File: src/rtl/cordic_sin_cos_rotate.sv
// ============================================================================
// Module   : cordic_sin_cos_rotate
// Brief    : Iterative rotation-mode CORDIC, Q16.4 degree angle in, Q4.16 sin/cos out.
// Revision : 1.0
// ============================================================================
`default_nettype none

module cordic_sin_cos_rotate #(
    parameter int ITER  = 12,
    parameter int W_ANG = 20,
    parameter int W_OUT = 20,
    parameter int GUARD = 2
) (
    input  logic                    clk,
    input  logic                    rst,
    input  logic                    start,
    input  logic signed [W_ANG-1:0] z_input,
    output logic                    busy,
    output logic                    done,
    output logic signed [W_OUT-1:0] sin_res,
    output logic signed [W_OUT-1:0] cos_res,
    output logic                    range_err
);

    localparam int c_WX = W_OUT + GUARD;
    localparam int c_WI = (ITER > 1) ? $clog2(ITER) : 1;

    localparam logic signed [W_ANG-1:0] c_Z180 = W_ANG'(2880);
    localparam logic signed [W_ANG-1:0] c_Z90  = W_ANG'(1440);
    localparam logic signed [c_WX-1:0]  c_K    = c_WX'(39797) <<< GUARD;

    typedef enum logic [1:0] {
        S_IDLE   = 2'd0,
        S_ROTATE = 2'd1,
        S_FINISH = 2'd2
    } state_t;

    state_t r_state;
    state_t w_state_nxt;

    logic signed [c_WX-1:0]  r_x;
    logic signed [c_WX-1:0]  r_y;
    logic signed [W_ANG-1:0] r_z;
    logic [c_WI-1:0]         r_iter;
    logic                    r_neg;
    logic                    r_err_lat;

    logic signed [W_OUT-1:0] r_sin;
    logic signed [W_OUT-1:0] r_cos;
    logic                    r_done;
    logic                    r_range_err;

    logic signed [W_ANG-1:0] w_z_clamp;
    logic signed [W_ANG-1:0] w_z_fold;
    logic                    w_clamp;
    logic                    w_neg;
    logic signed [c_WX-1:0]  w_xs;
    logic signed [c_WX-1:0]  w_ys;
    logic signed [W_ANG-1:0] w_atan;
    logic signed [W_OUT-1:0] w_x_rnd;
    logic signed [W_OUT-1:0] w_y_rnd;

    // arctan(2^-i) in Q16.4 degrees
    function automatic logic signed [W_ANG-1:0] f_atan(input int i);
        case (i)
            0:       f_atan = W_ANG'(720);
            1:       f_atan = W_ANG'(425);
            2:       f_atan = W_ANG'(225);
            3:       f_atan = W_ANG'(114);
            4:       f_atan = W_ANG'(57);
            5:       f_atan = W_ANG'(29);
            6:       f_atan = W_ANG'(14);
            7:       f_atan = W_ANG'(7);
            8:       f_atan = W_ANG'(4);
            9:       f_atan = W_ANG'(2);
            10:      f_atan = W_ANG'(1);
            default: f_atan = '0;
        endcase
    endfunction

    // Saturate to +-180 deg, then fold the outer quadrants into +-90 deg;
    // a folded angle yields negated sin and cos.
    always_comb begin
        w_z_clamp = z_input;
        w_clamp   = 1'b0;
        if (z_input > c_Z180) begin
            w_z_clamp = c_Z180;
            w_clamp   = 1'b1;
        end else if (z_input < -c_Z180) begin
            w_z_clamp = -c_Z180;
            w_clamp   = 1'b1;
        end

        w_z_fold = w_z_clamp;
        w_neg    = 1'b0;
        if (w_z_clamp > c_Z90) begin
            w_z_fold = w_z_clamp - c_Z180;
            w_neg    = 1'b1;
        end else if (w_z_clamp < -c_Z90) begin
            w_z_fold = w_z_clamp + c_Z180;
            w_neg    = 1'b1;
        end
    end

    assign w_xs   = r_x >>> r_iter;
    assign w_ys   = r_y >>> r_iter;
    assign w_atan = f_atan(int'(r_iter));

    generate
        if (GUARD > 0) begin : g_round
            localparam logic signed [c_WX-1:0] c_HALF = c_WX'(1) <<< (GUARD - 1);
            assign w_x_rnd = W_OUT'((r_x + c_HALF) >>> GUARD);
            assign w_y_rnd = W_OUT'((r_y + c_HALF) >>> GUARD);
        end else begin : g_no_round
            assign w_x_rnd = r_x;
            assign w_y_rnd = r_y;
        end
    endgenerate

    always_ff @(posedge clk or posedge rst) begin
        if (rst) begin
            r_state <= S_IDLE;
        end else begin
            r_state <= w_state_nxt;
        end
    end

    always_comb begin
        w_state_nxt = r_state;
        case (r_state)
            S_IDLE:   if (start) w_state_nxt = S_ROTATE;
            S_ROTATE: if (r_iter == c_WI'(ITER - 1)) w_state_nxt = S_FINISH;
            S_FINISH: w_state_nxt = S_IDLE;
            default:  w_state_nxt = S_IDLE;
        endcase
    end

    assign busy = (r_state != S_IDLE);

    always_ff @(posedge clk or posedge rst) begin
        if (rst) begin
            r_x       <= '0;
            r_y       <= '0;
            r_z       <= '0;
            r_iter    <= '0;
            r_neg     <= 1'b0;
            r_err_lat <= 1'b0;
        end else begin
            case (r_state)
                S_IDLE: begin
                    if (start) begin
                        r_x       <= c_K;
                        r_y       <= '0;
                        r_z       <= w_z_fold;
                        r_neg     <= w_neg;
                        r_err_lat <= w_clamp;
                        r_iter    <= '0;
                    end
                end
                S_ROTATE: begin
                    if (!r_z[W_ANG-1]) begin
                        r_x <= r_x - w_ys;
                        r_y <= r_y + w_xs;
                        r_z <= r_z - w_atan;
                    end else begin
                        r_x <= r_x + w_ys;
                        r_y <= r_y - w_xs;
                        r_z <= r_z + w_atan;
                    end
                    r_iter <= r_iter + c_WI'(1);
                end
                default: begin
                end
            endcase
        end
    end

    always_ff @(posedge clk or posedge rst) begin
        if (rst) begin
            r_sin       <= '0;
            r_cos       <= '0;
            r_done      <= 1'b0;
            r_range_err <= 1'b0;
        end else begin
            r_done <= 1'b0;
            if (r_state == S_FINISH) begin
                r_done      <= 1'b1;
                r_range_err <= r_err_lat;
                r_sin       <= r_neg ? -w_y_rnd : w_y_rnd;
                r_cos       <= r_neg ? -w_x_rnd : w_x_rnd;
            end
        end
    end

    assign done      = r_done;
    assign sin_res   = r_sin;
    assign cos_res   = r_cos;
    assign range_err = r_range_err;

endmodule

`default_nettype wire

File: config.mk
export PLATFORM = sky130hd
export DESIGN_NAME = cordic_sin_cos_rotate
export DESIGN_NICKNAME = d
export VERILOG_FILES = /design/src/rtl/cordic_sin_cos_rotate.sv
export SDC_FILE = /design/constraint.sdc
export NUM_CORES = 1
export LEC_CHECK = 0
export ABC_AREA = 0
export BUFFER_PORTS_ARGS = -buffer_cell sky130_fd_sc_hd__buf_4
export CORE_MARGIN = 2
export CORE_UTILIZATION = 50
export DETAILED_ROUTE_END_ITERATION = 8
export GPL_TIMING_DRIVEN = 0
export PLACE_DENSITY = 0.76
export SYNTH_ARGS = -nofsm -noshare
export SYNTH_HDL_FRONTEND = slang
export SYNTH_SLANG_ARGS = --single-unit
File: constraint.sdc
create_clock -name clk -period 4.95 [get_ports clk]
set_clock_uncertainty 0.15 [all_clocks]
set_input_delay 1.2375 -clock clk [delete_from_list [all_inputs] [get_ports clk]]
set_output_delay 1.2375 -clock clk [all_outputs]
set_load 0.02 [all_outputs]
==> impl_metrics.yaml <==
outcome:
  violations: "negative setup slack"
  status: "finished, violations left"
timing:
  worst_slew_pin_slew_ns: 1.02
  period_share: 1.06
  worst_slack_ns: -0.308
  setup_viol: 6
  hold_viol: 0
  rsz0062_at_grt: "true"
  fmax_mhz: 190
  finalSetupTns_ns: -0.872
  period_minus_slack_ns: 5.26
  slew_viol_final: 0
  slew_headroom: 0.321
die:
  rows: 60
  die_y_um: 171
  initial_core_util: 0.512
  pin_count: 66
  die-area_sq_um: 29100
  die_x_um: 171
  core_area_sq_um: 27100
drt:
  drc: 0
  drt-total-wl_um: 53300
  routedWlPerCell_um: 22.9
  drt_iter0_drc: 1520
  first_pass_iters: 8
  final_antenna_net_count: 0
  num_vias: 15100
  route.detailed.vias_per_inst: 6.46
setup_path:
  path_cells: "clkbuf_2, mux4_2, mux2i_2, mux2i_1, or3_4, nor2_1, nor2_1, xor2_1, ha_2, nand3_1, o311ai_4, o41ai_4, a31oi_1, nand4_1, nand4b_1, xor2_1, nor3_1, o21bai_1"
  cp-end-kind: "flop"
  worst-path-buf-inv: 1
  crit_type: "flop to flop"
  crit_fanout: 10
  worst_path_max_delay_cell: "mux4_2"
  arrival_ns: 5.42
  crit_required_ns: 5.11
  crit_family: "simple AND/OR/NAND/NOR gates"
  start_kind: "flop"
  slowest_delay_ns: 0.54
cts:
  clock_sinks: 114
  path_clk_slew_ns: 0.07
  cts_max_path_buffers: 2
  cts_buffers: 17
  cts-root-buf: "clkbuf_16"
  cts_hold_buf: 0
  cts_tree: "built"
  htreeDepth: 4
  clk_latency_ns: 0.44
logic_synthesis:
  synth_top_area_share: 0.206
  synth_nets: 1868
  syn_area_sq_um: 13900
  ys.flop_type: "dfrtp_1"
  synthTopCellsByArea: "dfrtp_1 21%, ha_1 7.8%, mux4_2 6.5%, xnor2_1 6.0%, xor2_1 5.4%"
  ys_top_cells_by_count: "178 x nand2_1, 161 x nor2_1, 146 x o21ai_0"
  syn_inst: 1755
  ys_warn_count: 0
  yosysMostFrequentCell: "nand2_1"
  async_flop_share: 1.00
  synth_edf_count: 0
  synth_sequential_area_ratio: 0.206
  yosys.area.top_type: "dfrtp_1"
  synth.distinct_cells: 92
  avgSynthCellArea_sq_um: 7.91
  synth-seq-cells: 114
cells_and_area:
  area_growth_pct: 25.5
  drive_gt1_frac: 0.248
  antenna_cells: 0
  final.fill_count: 2276
  finalNetCount: 2061
placed_design:
  port-buffer-count: 59
  dp_hpwl_um: 38200
  place_congestion: 1.06
grt:
  antenna_found_initial: 0
  grt_pass1_vias: 14200
  grt_overflow_total: 0
  grt_pass1_wl_um: 79700
  grt_use_total: 0.357
  grt_max_degree: 62
worst_hold_path:
  worstHoldPathType: "flop to flop"
run:
  cap_violations: 0
[cells by family after synthesis]
| group | share of synthesized area |
|---|---|
| buffers and inverters | 0.0573 |
| AND/OR/NAND/NOR | 0.203 |
| AO/OA/AOI/OAI | 0.228 |
| XOR/XNOR | 0.114 |
| adder cells (fa/ha/maj) | 0.0828 |
| multiplexers | 0.110 |
| flip-flops | 0.206 |
[worst paths after layout]
check	startpoint	end	slack [ns]	depth (start not counted)
worst max-delay path	r_y[17]	r_x[21]	-0.31	18
worst min-delay path	r_err_lat	r_err_lat	0.32	2
worst max register to register	r_y[17]	r_x[21]	-0.31	18
worst min register to register	r_err_lat	r_err_lat	0.32	2
max in group asynchronous	rst	r_y[16]	3.21	3
min in group asynchronous	rst	r_x[5]	0.68	2
[registers in the layout (all words and copies together) (netlist names)]
| signal | cells |
|---|---|
| r_y | 22 |
| r_neg | 1 |
| sin_res | 20 |
| r_err_lat | 1 |
| r_x | 22 |
| cos_res | 20 |
| range_err | 1 |
| r_z | 20 |
| r_iter | 4 |
| r_state | 2 |
| done | 1 |
[stage by stage]
stage / instance area (sq um) / instances / setup WS, ns / util / hold WS (ns)
final: 17400 / 2333 / -0.308 / 0.642 / 0.323
after detailed placement: 14900 / 2187 / -1.38 / 0.551 / 0.316
after global placement: 14900 / 2186 / -1.45 / 0.550 / 0.307
after CTS: 16700 / 2285 / -0.191 / 0.617 / 0.330
after floorplan: 14000 / 1755 / 0.00614 / - / 0.296
after global routing: 17400 / 2333 / -0.437 / 0.642 / 0.356
[layout by cell type, fill, tap and decap left out, drive strengths merged, types with 6 or more instances in the layout]
master and count:
buf 223, nand2 178, nor2 162, o21ai 154
a21oi 126, dfrtp 114, clkbuf 97, xnor2 95
ha 87, xor2 85, nand3 65, inv 56
mux4 40, nor3 35, mux2i 33, nand2b 28
a21o 23, mux2 23, a31oi 22, nor2b 20
o22ai 20, o31ai 18, o21a 17, nand4 17
nor4 16, and3 14, o211ai 13, or3 13
a211oi 12, or2 11, o21bai 10, a22oi 10
and2 9, clkinv 8, a211o 7, a41oi 6
[repair_timing]
action / in CTS / in global routing
setup endpoints to repair: 41 / 33
buffers inserted: 66 / 50
resized for setup: 162 / 98
gates cloned: 0 / 1
pin swaps: 58 / 72
[layer usage]
metal,wire length (um),global-route usage,share of wire
met1,20700,0.447,0.39
met2,24200,0.580,0.45
met3,5100,0.0641,0.096
met4,3310,0.202,0.062
met5,0,0,0
[final cells by class]
cell class              instances  area [sq um]  area share
multi-input cells            1457         11000       0.632
flip-flops and latches        114          2860       0.164
repair buffers                175          1380      0.0794
plain buffers                 126           876      0.0503
well taps                     372           465      0.0267
clock buffers                  19           433      0.0249
inverters                      57           228      0.0131
clock inverters                13           160     0.00920
[worst register-to-register path, delay by kind of cell (launching register included)]
family                   cells  cell delay, ns
AND/OR/NAND/NOR              7            1.19
multiplexers                 3            1.13
AO/OA/AOI/OAI                4            1.03
flip-flops                   1            0.51
XOR/XNOR                     2            0.44
adder cells (fa/ha/maj)      1            0.39
buffers and inverters        1            0.31
Power is not shown: default switching activity piles up to over one toggle a cycle in this logic, so the estimate is an artifact.
